$ cat src/rtl/uart_pkg.sv
// Shared definitions for the UART receiver: FSM encodings, STATUS bit
// positions, register offsets and the STATUS word packer.
package uart_pkg;

    typedef enum logic [1:0] {
        ST_IDLE  = 2'd0,
        ST_START = 2'd1,
        ST_DATA  = 2'd2,
        ST_STOP  = 2'd3
    } rx_state_e;

    localparam int STAT_AVAIL = 0;
    localparam int STAT_OVR   = 1;
    localparam int STAT_FERR  = 2;
    localparam int STAT_FULL  = 3;

    localparam logic [31:0] REG_DATA   = 32'd0;
    localparam logic [31:0] REG_STATUS = 32'd4;

    function automatic logic [31:0] pack_status(
        input logic full,
        input logic ferr,
        input logic ovr,
        input logic avail
    );
        logic [31:0] word;
        word             = 32'd0;
        word[STAT_FULL]  = full;
        word[STAT_FERR]  = ferr;
        word[STAT_OVR]   = ovr;
        word[STAT_AVAIL] = avail;
        return word;
    endfunction

endpackage

$ cat src/rtl/uart_rx_fifo.sv
// Synchronous receive FIFO, 2**AW entries. A push into a full FIFO is
// accepted only when a pop happens in the same cycle; otherwise it is dropped.
// The head entry is presented combinationally.
module uart_rx_fifo #(
    parameter int AW = 4,
    parameter int DW = 8
) (
    input  logic          clk,
    input  logic          resetn,
    input  logic          push,
    input  logic [DW-1:0] push_data,
    input  logic          pop,
    output logic          full,
    output logic          empty,
    output logic [DW-1:0] head
);

    localparam int DEPTH = 2 ** AW;

    logic [DW-1:0] mem_r [DEPTH];
    logic [AW:0]   wr_ptr_r;
    logic [AW:0]   rd_ptr_r;
    logic          do_push_s;
    logic          do_pop_s;

    // Extra pointer MSB distinguishes full from empty when the indices match
    assign empty     = (wr_ptr_r == rd_ptr_r);
    assign full      = (wr_ptr_r[AW-1:0] == rd_ptr_r[AW-1:0]) && (wr_ptr_r[AW] != rd_ptr_r[AW]);
    assign do_pop_s  = pop & ~empty;
    assign do_push_s = push & (~full | do_pop_s);
    assign head      = mem_r[rd_ptr_r[AW-1:0]];

    // Storage array write; contents need no reset since the pointers gate visibility
    always_ff @(posedge clk) begin
        if (do_push_s) begin
            mem_r[wr_ptr_r[AW-1:0]] <= push_data;
        end
    end

    // Read/write pointer update
    always_ff @(posedge clk or negedge resetn) begin
        if (!resetn) begin
            wr_ptr_r <= {(AW+1){1'b0}};
            rd_ptr_r <= {(AW+1){1'b0}};
        end else begin
            if (do_push_s) begin
                wr_ptr_r <= wr_ptr_r + {{AW{1'b0}}, 1'b1};
            end
            if (do_pop_s) begin
                rd_ptr_r <= rd_ptr_r + {{AW{1'b0}}, 1'b1};
            end
        end
    end

endmodule

$ cat src/rtl/uart_rx.sv
// UART 8N1 receiver with 16x oversampling on the shared mem_* bus.
// Optional feature macro: UART_RX_FIFO_EN -- when defined, received bytes are
// queued in a 2**FIFO_AW deep FIFO; otherwise a single holding register is used.
// Read data is combinational and reflects the state in the request cycle;
// read side effects (pop, flag clear) take effect at the end of that cycle.
module uart_rx
    import uart_pkg::*;
#(
    parameter int OVERSAMPLE   = 16,
    parameter int SAMPLE_POINT = 8,
    parameter int FIFO_AW      = 4
) (
    input  logic        clk,
    input  logic        resetn,
    input  logic        enable,
    input  logic        mem_valid,
    output logic        mem_ready,
    input  logic        mem_instr,
    input  logic [3:0]  mem_wstrb,
    input  logic [31:0] mem_wdata,
    input  logic [31:0] mem_addr,
    output logic [31:0] mem_rdata,
    input  logic        baudClock,
    input  logic        serialIn
);

    localparam int TW = $clog2(OVERSAMPLE);
    localparam logic [TW-1:0] SP_LAST = TW'(SAMPLE_POINT - 1);
    localparam logic [TW-1:0] OS_LAST = TW'(OVERSAMPLE - 1);

    rx_state_e   state_r;
    logic [TW-1:0] tcnt_r;
    logic [2:0]  bit_cnt_r;
    logic [7:0]  shift_r;
    logic        armed_r;
    logic        sync1_r;
    logic        rxs_r;
    logic        baud_q_r;
    logic        tick_s;
    logic        rdy_r;
    logic        first_s;
    logic        is_status_s;
    logic        push_s;
    logic        pop_s;
    logic        ovr_set_s;
    logic        ferr_set_s;
    logic        stat_clr_s;
    logic        overrun_r;
    logic        frame_err_r;
    logic        avail_s;
    logic        full_flag_s;
    logic [7:0]  head_s;
    logic [31:0] rdata_s;
    logic        unused_s;

    assign unused_s = ^{mem_instr, mem_wstrb, mem_wdata, mem_addr[31:3], mem_addr[1:0]};

    // Line synchronizer and baud clock edge history
    always_ff @(posedge clk or negedge resetn) begin
        if (!resetn) begin
            sync1_r  <= 1'b1;
            rxs_r    <= 1'b1;
            baud_q_r <= 1'b0;
        end else begin
            sync1_r  <= serialIn;
            rxs_r    <= sync1_r;
            baud_q_r <= baudClock;
        end
    end

    assign tick_s = baudClock & ~baud_q_r;

    // Byte completes in the tick where the stop bit is sampled; a low stop bit is a framing error
    assign push_s     = tick_s && (state_r == ST_STOP) && (tcnt_r == OS_LAST);
    assign ferr_set_s = push_s & ~rxs_r;

    // Receive FSM: start-bit validation, LSB-first data shift, stop-bit sampling
    always_ff @(posedge clk or negedge resetn) begin
        if (!resetn) begin
            state_r   <= ST_IDLE;
            tcnt_r    <= {TW{1'b0}};
            bit_cnt_r <= 3'd0;
            shift_r   <= 8'd0;
            armed_r   <= 1'b0;
        end else begin
            if (rxs_r) begin
                armed_r <= 1'b1;
            end
            if (tick_s) begin
                case (state_r)
                    ST_IDLE: begin
                        if (armed_r && !rxs_r) begin
                            state_r <= ST_START;
                            tcnt_r  <= {TW{1'b0}};
                        end
                    end
                    ST_START: begin
                        if (tcnt_r == SP_LAST) begin
                            if (rxs_r) begin
                                // Line back high at mid start bit: glitch, not a frame
                                state_r <= ST_IDLE;
                            end else begin
                                state_r   <= ST_DATA;
                                tcnt_r    <= {TW{1'b0}};
                                bit_cnt_r <= 3'd0;
                            end
                        end else begin
                            tcnt_r <= tcnt_r + {{(TW-1){1'b0}}, 1'b1};
                        end
                    end
                    ST_DATA: begin
                        if (tcnt_r == OS_LAST) begin
                            shift_r   <= {rxs_r, shift_r[7:1]};
                            bit_cnt_r <= bit_cnt_r + 3'd1;
                            tcnt_r    <= {TW{1'b0}};
                            if (bit_cnt_r == 3'd7) begin
                                state_r <= ST_STOP;
                            end
                        end else begin
                            tcnt_r <= tcnt_r + {{(TW-1){1'b0}}, 1'b1};
                        end
                    end
                    ST_STOP: begin
                        if (tcnt_r == OS_LAST) begin
                            state_r <= ST_IDLE;
                            tcnt_r  <= {TW{1'b0}};
                            if (!rxs_r) begin
                                // Break: wait for the line to return high before re-arming
                                armed_r <= 1'b0;
                            end
                        end else begin
                            tcnt_r <= tcnt_r + {{(TW-1){1'b0}}, 1'b1};
                        end
                    end
                    default: begin
                        state_r <= ST_IDLE;
                        tcnt_r  <= {TW{1'b0}};
                    end
                endcase
            end
        end
    end

    // Bus acknowledge: one-cycle-delayed ready; side effects only on the first cycle
    always_ff @(posedge clk or negedge resetn) begin
        if (!resetn) begin
            rdy_r <= 1'b0;
        end else begin
            rdy_r <= mem_valid & enable;
        end
    end

    assign first_s     = mem_valid & enable & ~rdy_r;
    assign is_status_s = (mem_addr[2] == REG_STATUS[2]);
    assign pop_s       = first_s & ~is_status_s & avail_s;
    assign stat_clr_s  = first_s & is_status_s;
    assign mem_ready   = enable & rdy_r;

`ifdef UART_RX_FIFO_EN
    logic fifo_full_s;
    logic fifo_empty_s;

    uart_rx_fifo #(
        .AW (FIFO_AW),
        .DW (8)
    ) u_fifo (
        .clk       (clk),
        .resetn    (resetn),
        .push      (push_s),
        .push_data (shift_r),
        .pop       (pop_s),
        .full      (fifo_full_s),
        .empty     (fifo_empty_s),
        .head      (head_s)
    );

    assign avail_s     = ~fifo_empty_s;
    assign full_flag_s = fifo_full_s;
    assign ovr_set_s   = push_s & fifo_full_s & ~pop_s;
`else
    logic [7:0]         hold_r;
    logic               hold_valid_r;
    logic [FIFO_AW-1:0] unused_aw_s;

    assign unused_aw_s = {FIFO_AW{1'b0}};

    // Single-byte holding register; a push replaces the byte only when it is free or being read
    always_ff @(posedge clk or negedge resetn) begin
        if (!resetn) begin
            hold_r       <= 8'd0;
            hold_valid_r <= 1'b0;
        end else begin
            if (push_s && (!hold_valid_r || pop_s)) begin
                hold_r       <= shift_r;
                hold_valid_r <= 1'b1;
            end else if (pop_s) begin
                hold_valid_r <= 1'b0;
            end
        end
    end

    assign avail_s     = hold_valid_r;
    assign head_s      = hold_r;
    assign full_flag_s = hold_valid_r;
    assign ovr_set_s   = push_s & hold_valid_r & ~pop_s;
`endif

    // Sticky overrun and framing-error flags; a set beats a same-cycle status-read clear
    always_ff @(posedge clk or negedge resetn) begin
        if (!resetn) begin
            overrun_r   <= 1'b0;
            frame_err_r <= 1'b0;
        end else begin
            if (ovr_set_s) begin
                overrun_r <= 1'b1;
            end else if (stat_clr_s) begin
                overrun_r <= 1'b0;
            end
            if (ferr_set_s) begin
                frame_err_r <= 1'b1;
            end else if (stat_clr_s) begin
                frame_err_r <= 1'b0;
            end
        end
    end

    // Read mux; zero when deselected so the bus can be wire-OR'ed
    always_comb begin
        rdata_s = 32'd0;
        if (!enable) begin
            rdata_s = 32'd0;
        end else if (is_status_s) begin
            rdata_s = pack_status(full_flag_s, frame_err_r, overrun_r, avail_s);
        end else if (avail_s) begin
            rdata_s = {24'd0, head_s};
        end else begin
            rdata_s = 32'd0;
        end
    end

    assign mem_rdata = rdata_s;

endmodule

$ cat config.mk
export PLATFORM = sky130hd
export DESIGN_NAME = uart_rx
export DESIGN_NICKNAME = d
export VERILOG_FILES = /design/src/rtl/uart_pkg.sv /design/src/rtl/uart_rx_fifo.sv /design/src/rtl/uart_rx.sv
export SDC_FILE = /design/constraint.sdc
export NUM_CORES = 1
export LEC_CHECK = 0
export BUFFER_PORTS_ARGS = -buffer_cell sky130_fd_sc_hd__buf_4
export CELL_PAD_IN_SITES_DETAIL_PLACEMENT = 0
export CELL_PAD_IN_SITES_GLOBAL_PLACEMENT = 1
export CORE_MARGIN = 10
export CORE_UTILIZATION = 31
export CTS_CLUSTER_SIZE = 28
export DETAILED_ROUTE_END_ITERATION = 6
export MAX_ROUTING_LAYER = met4
export PLACE_DENSITY = 0.79
export RECOVER_POWER = 100
export SYNTH_ARGS = -nofsm -noshare
export SYNTH_HDL_FRONTEND = slang
export SYNTH_HIERARCHICAL = 1
export SYNTH_SLANG_ARGS = --single-unit
$ cat constraint.sdc
create_clock -name clk -period 2.2 [get_ports clk]
set_input_delay 0.33 -clock clk [delete_from_list [all_inputs] [get_ports clk]]
set_output_delay 0.33 -clock clk [all_outputs]
set_load 0.05 [all_outputs]
# ---- Word-level counts from Yosys, hierarchy flattened
# Cells that the tools add are included.
dict set report totals {
  register_bits 33
  output_inout_bits 33
}
dict set report classes {
  addsub 2
  n_eq_ne 13
  mux 29
  bitwise 15
  n_reduce_logical 17
}
# cell count
set ops {}
lappend ops {{$mux 8} 3}
lappend ops {{$mux 4} 4}
lappend ops {{$mux 2} 6}
lappend ops {{$pmux 4 s3} 1}
lappend ops {{$and 1x1->1} 10}
lappend ops {{$mux 1} 10}
lappend ops {{$ne 2x2->1 const B} 5}
lappend ops {{$mux 3} 3}
lappend ops {{$pmux 2 s4} 1}
lappend ops {{$reduce_bool 2->1} 4}
lappend ops {{$pmux 3 s2} 1}
lappend ops {{$reduce_and 3->1} 2}
lappend ops {{$reduce_and 6->1} 1}
lappend ops {{$not 1->1} 5}
lappend ops {{$reduce_and 5->1} 1}
lappend ops {{$add 4x1->4 const B} 1}
lappend ops {{$eq 2x2->1 const B} 2}
lappend ops {{$eq 4x3->1 const B} 1}
lappend ops {{$eq 4x4->1 const B} 1}
lappend ops {{$logic_and 1x1->1} 4}
lappend ops {{$add 3x1->3 const B} 1}
lappend ops {{$eq 3x3->1 const B} 1}
lappend ops {{$ne 3x3->1 const B} 1}
lappend ops {{$eq 2x1->1 const B} 1}
lappend ops {{5 further kinds} 6}

# ---- Depth between registers and ports, before layout
dict set report depth {
  word_depth 7
  depth_mapped 6
  ltp_nobuf 5
}

# ---- Worst setup path before layout
# OpenSTA, ideal clock, no wires.
dict set report synth_path {
  path_kind {input port to output port}
  from {in mem_addr[2]}
  to {out mem_rdata[1]}
  arrival_ps 1387
  slack_ps 483
  cell_stages 4
  path_buffers 1
  path_cell_list {clkbuf_2 nor2b_1 a22oi_1 nor2b_1}
}
dict set report synth_between {
  elab_chain_cells 2
}
# item line_no
set synth_rtl {}
lappend synth_rtl {{start, declared} uart_rx.sv:21} ;# input logic [31:0] mem_addr,
lappend synth_rtl {{$mux 8} uart_rx.sv:232} ;# end else if (is_status_s) begin
lappend synth_rtl {{$mux 8} uart_rx.sv:230} ;# if (!enable) begin
lappend synth_rtl {{end, declared} uart_rx.sv:22} ;# output logic [31:0] mem_rdata,
# No other way between the ends.

# ---- Worst setup path in the final report
dict set report layout_path {
  from {reg tcnt_r[0]}
  to {reg shift_r[5]}
}
dict set report layout_between {
  elab_chain_cells 2
}
# item line_no
set layout_rtl {}
lappend layout_rtl {{start, declared} uart_rx.sv:32} ;# logic [TW-1:0] tcnt_r;
lappend layout_rtl {{start signal, assigned} uart_rx.sv:81} ;# tcnt_r <= {TW{1'b0}};
lappend layout_rtl {{start signal, assigned} uart_rx.sv:94} ;# tcnt_r <= {TW{1'b0}};
lappend layout_rtl {{start signal, assigned} uart_rx.sv:104} ;# tcnt_r <= {TW{1'b0}};
lappend layout_rtl {{$eq 4x4->1} uart_rx.sv:112} ;# if (tcnt_r == OS_LAST) begin
lappend layout_rtl {{$reduce_and 3->1 (no source line)} --}
lappend layout_rtl {{end signal, assigned} uart_rx.sv:113} ;# shift_r <= {rxs_r, shift_r[7:1]};
lappend layout_rtl {{end, declared} uart_rx.sv:34} ;# logic [7:0] shift_r;
# No other way between the ends.
# A chain may end at the register's enable or synchronous reset.

==> flow_summary.yaml <==
critical_path:
  cp.arrival_ps: 2110
  crit_type: "reg2reg"
  crit_path_cell_trace: "ha_1, and3_1, nand4_1, clkbuf_1, mux2_2"
  end_kind: "flop"
  cp.required_ps: 2380
  cp_slowest_cell: "clkbuf_1"
  slowest_delay_ps: 420
  worstSetupStartpointType: "flop"
  cp_max_fo: 10
synth:
  synth_area_leader_cell: "dfrtp_1"
  yosys_warnings: 6
  synth_flop_cell: "dfrtp_1"
  synth_seq_cells: 33
  synth_edf_count: 0
  synth_top_area_share_pct: 44.83
  ys_types: 36
  syn_inst: 152
  syn_area_um2: 1730
  yosysSeqAreaShare_pct: 47.87
  synthArstFlopShare_pct: 100.0
  synthTopCellsByArea: "dfrtp_1 45%, buf_4 11%, mux2_4 8.7%"
  synth_area_per_cell_um2: 11.38
power:
  powerDensity_nw_per_um2: 873.2
  p_leak_nw: 0.9216
  ir_drop_mv: 0.2090
detailed_routing:
  vias: 1057
  via_per_inst: 4.332
  drc: 0
  wl_per_cell_um: 12.46
  drt_first_pass_iters: 4
  dr.first_iter.drc_count: 80
  antenna_left: 0
  wirelength_mm: 3.040
timing:
  min_period_over_period_pct: 87.94
  setup_viol: 0
  tightest_slew_ps: 792.5
  fmax_ghz: 0.5169
  tns_ps: 0
  rsz0062_at_grt: "false"
  report.final.slew_viol_count: 0
  min_period_ps: 1935
  slew_headroom_pct: 47.17
  fin_skew_ps: 6.807
  hold_viol_final: 0
clocking:
  cts_made_buffers: 5
  cts.sinks: 33
  htree_num_levels: 2
  clockBufferDepth: 2
  cts.clk_slew.worst_paths_ps: 70
  cts_tree: "built"
  clk_latency_ps: 290
  cts_root_buffer: "clkbuf_8"
place:
  port_buffers: 15
  dpl.hpwl_mm: 2.289
  dpl.cell_count: 235
  gp_congestion: 0.7373
die:
  die_x_um: 94.71
  rows: 27
  core-area_um2: 5473
  die_y_um: 94.71
  initial_core_util_pct: 31.62
  die_area_um2: 8970
  io_pins: 108
cells_and_area:
  drive_gt1_share_pct: 14.53
  area_growth_pct: 7.158
  nNetsFinal: 249
  num_antenna_cells: 0
  finalNonFillerCells: 244
  nFillCells: 591
global_routing:
  grt_usage_pct: 7.707
  grt_pass1_vias: 1162
  antenna_found_initial: 0
  grt_pass1_wl_mm: 5.285
  grt_overflow_total: 0
  grt_max_degree: 34
worst_hold_path:
  hold_path_class: "in2reg"
outcome:
  status: "finished, final reports clean"
run:
  cap_viol_max_count: 0
[synthesized netlist by cell type (2+ instances only)]
library cell and n:
mux2_2 8, inv_1 5, o31ai_1 2, and2_1 5
dfstp_2 2, a21o_1 2, dfrtp_1 31, ha_1 3
nor2_1 9, nand4_1 2, o21ai_0 7, a22oi_1 2
nor2b_1 4, a22o_1 2, nand3b_1 3, mux2_4 10
and3_1 3, nand2_1 9, buf_4 26
[cells by family (layout without fill, tap and decap cells)]
kind of cell               Yosys count  in the layout  share of synthesized area, %
and+or+nand+nor                     41             41                         12.87
buffers and inverters               34             31                         13.59
DFF                                 33             33                         47.87
AOI/OAI and AO/OA                   21             21                         8.893
muxes                               18             18                         13.88
adders and majority gates            3              3                         2.169
other                                1             24                        0.2167
xor gates and xnor gates             1              1                        0.5062
[report_power, final]
group,switching [mW],total [mW],internal [mW]
combinational,0.204,0.295,0.0903
sequential,0.0755,0.732,0.656
clock,0.225,0.593,0.368
[registers in the layout, indices dropped and copies added, names as in the netlist, named ones only]
register     count
armed_r          1
avail_s          1
baud_q_r         1
bit_cnt_r        3
frame_err_r      1
head_s           8
overrun_r        1
rdy_r            1
rxs_r            1
shift_r          8
state_r          1
sync1_r          1
tcnt_r           4
[layer usage]
layer | track usage (%) | routed length (um) | up-vias
met2 | 11.73 | 1447 | 27
met4 | 4.489 | 63 | 0
li1 | - | - | 510
met5 | - | 0 | -
met1 | 8.396 | 1335 | 513
met3 | 3.013 | 193 | 7
[cell usage in the layout, fill, tap and decap left out, drive strengths merged, types with 5 or more instances in the layout]
cell type   n
and2        5
clkbuf     20
conb       24
dfrtp      31
inv         5
mux2       18
nand2       9
nor2        9
nor2b       5
o21ai       7
[worst paths after layout]
check                      startpoint    endpoint  cells past startpoint  slack, ps
hold reg to reg               sync1_r       rxs_r                      0        360
max in group asynchronous      resetn     avail_s                      2       1030
setup / recovery            tcnt_r[0]  shift_r[5]                      5        270
min in group asynchronous      resetn  shift_r[2]                      2        660
setup reg to reg            tcnt_r[0]  shift_r[5]                      5        270
hold / removal               serialIn     sync1_r                      1        150
[final cells by class]
cell class	instances	area (um^2)	area share, %
multi-input cells	108	706.9	38.12
repair buffers	18	90.09	4.858
well taps	72	90.09	4.858
clock inverters	2	37.54	2.024
clock buffers	6	82.58	4.453
flip-flops and latches	33	828.3	44.67
inverters	5	18.77	1.012
[worst max-delay path, delay by kind of cell (launching register included)]
family / cells / cell delay [ps]
buffers and inverters: 1 / 420
flip-flops: 1 / 400
multiplexers: 1 / 390
AND/OR/NAND/NOR: 2 / 340
adder cells (fa/ha/maj): 1 / 270
[repair_timing]
| item | 4_1_cts | 5_1_grt |
|---|---|---|
| setup buffers | 0 | 0 |
| hold buffers | 1 | 0 |
| endpoints found under the hold margin | 31 | 0 |
| resized for setup | 0 | 0 |
[metrics by stage]
step	area, um^2	hold slack, ps	setup slack (ps)	power (mW)	util, %
2_1_floorplan	1817	34.41	483.0	1.034	-
3_3_place_gp	1818	295.1	375.1	1.035	33.22
3_5_place_dp	1818	302.4	365.9	1.043	33.22
4_1_cts	1948	141.1	332.1	1.641	35.60
5_1_grt	1854	136.1	145.0	1.716	33.88
6_report	1854	150.5	265.3	1.619	33.88
No activity file was read; power rests on OpenSTA's default activity.
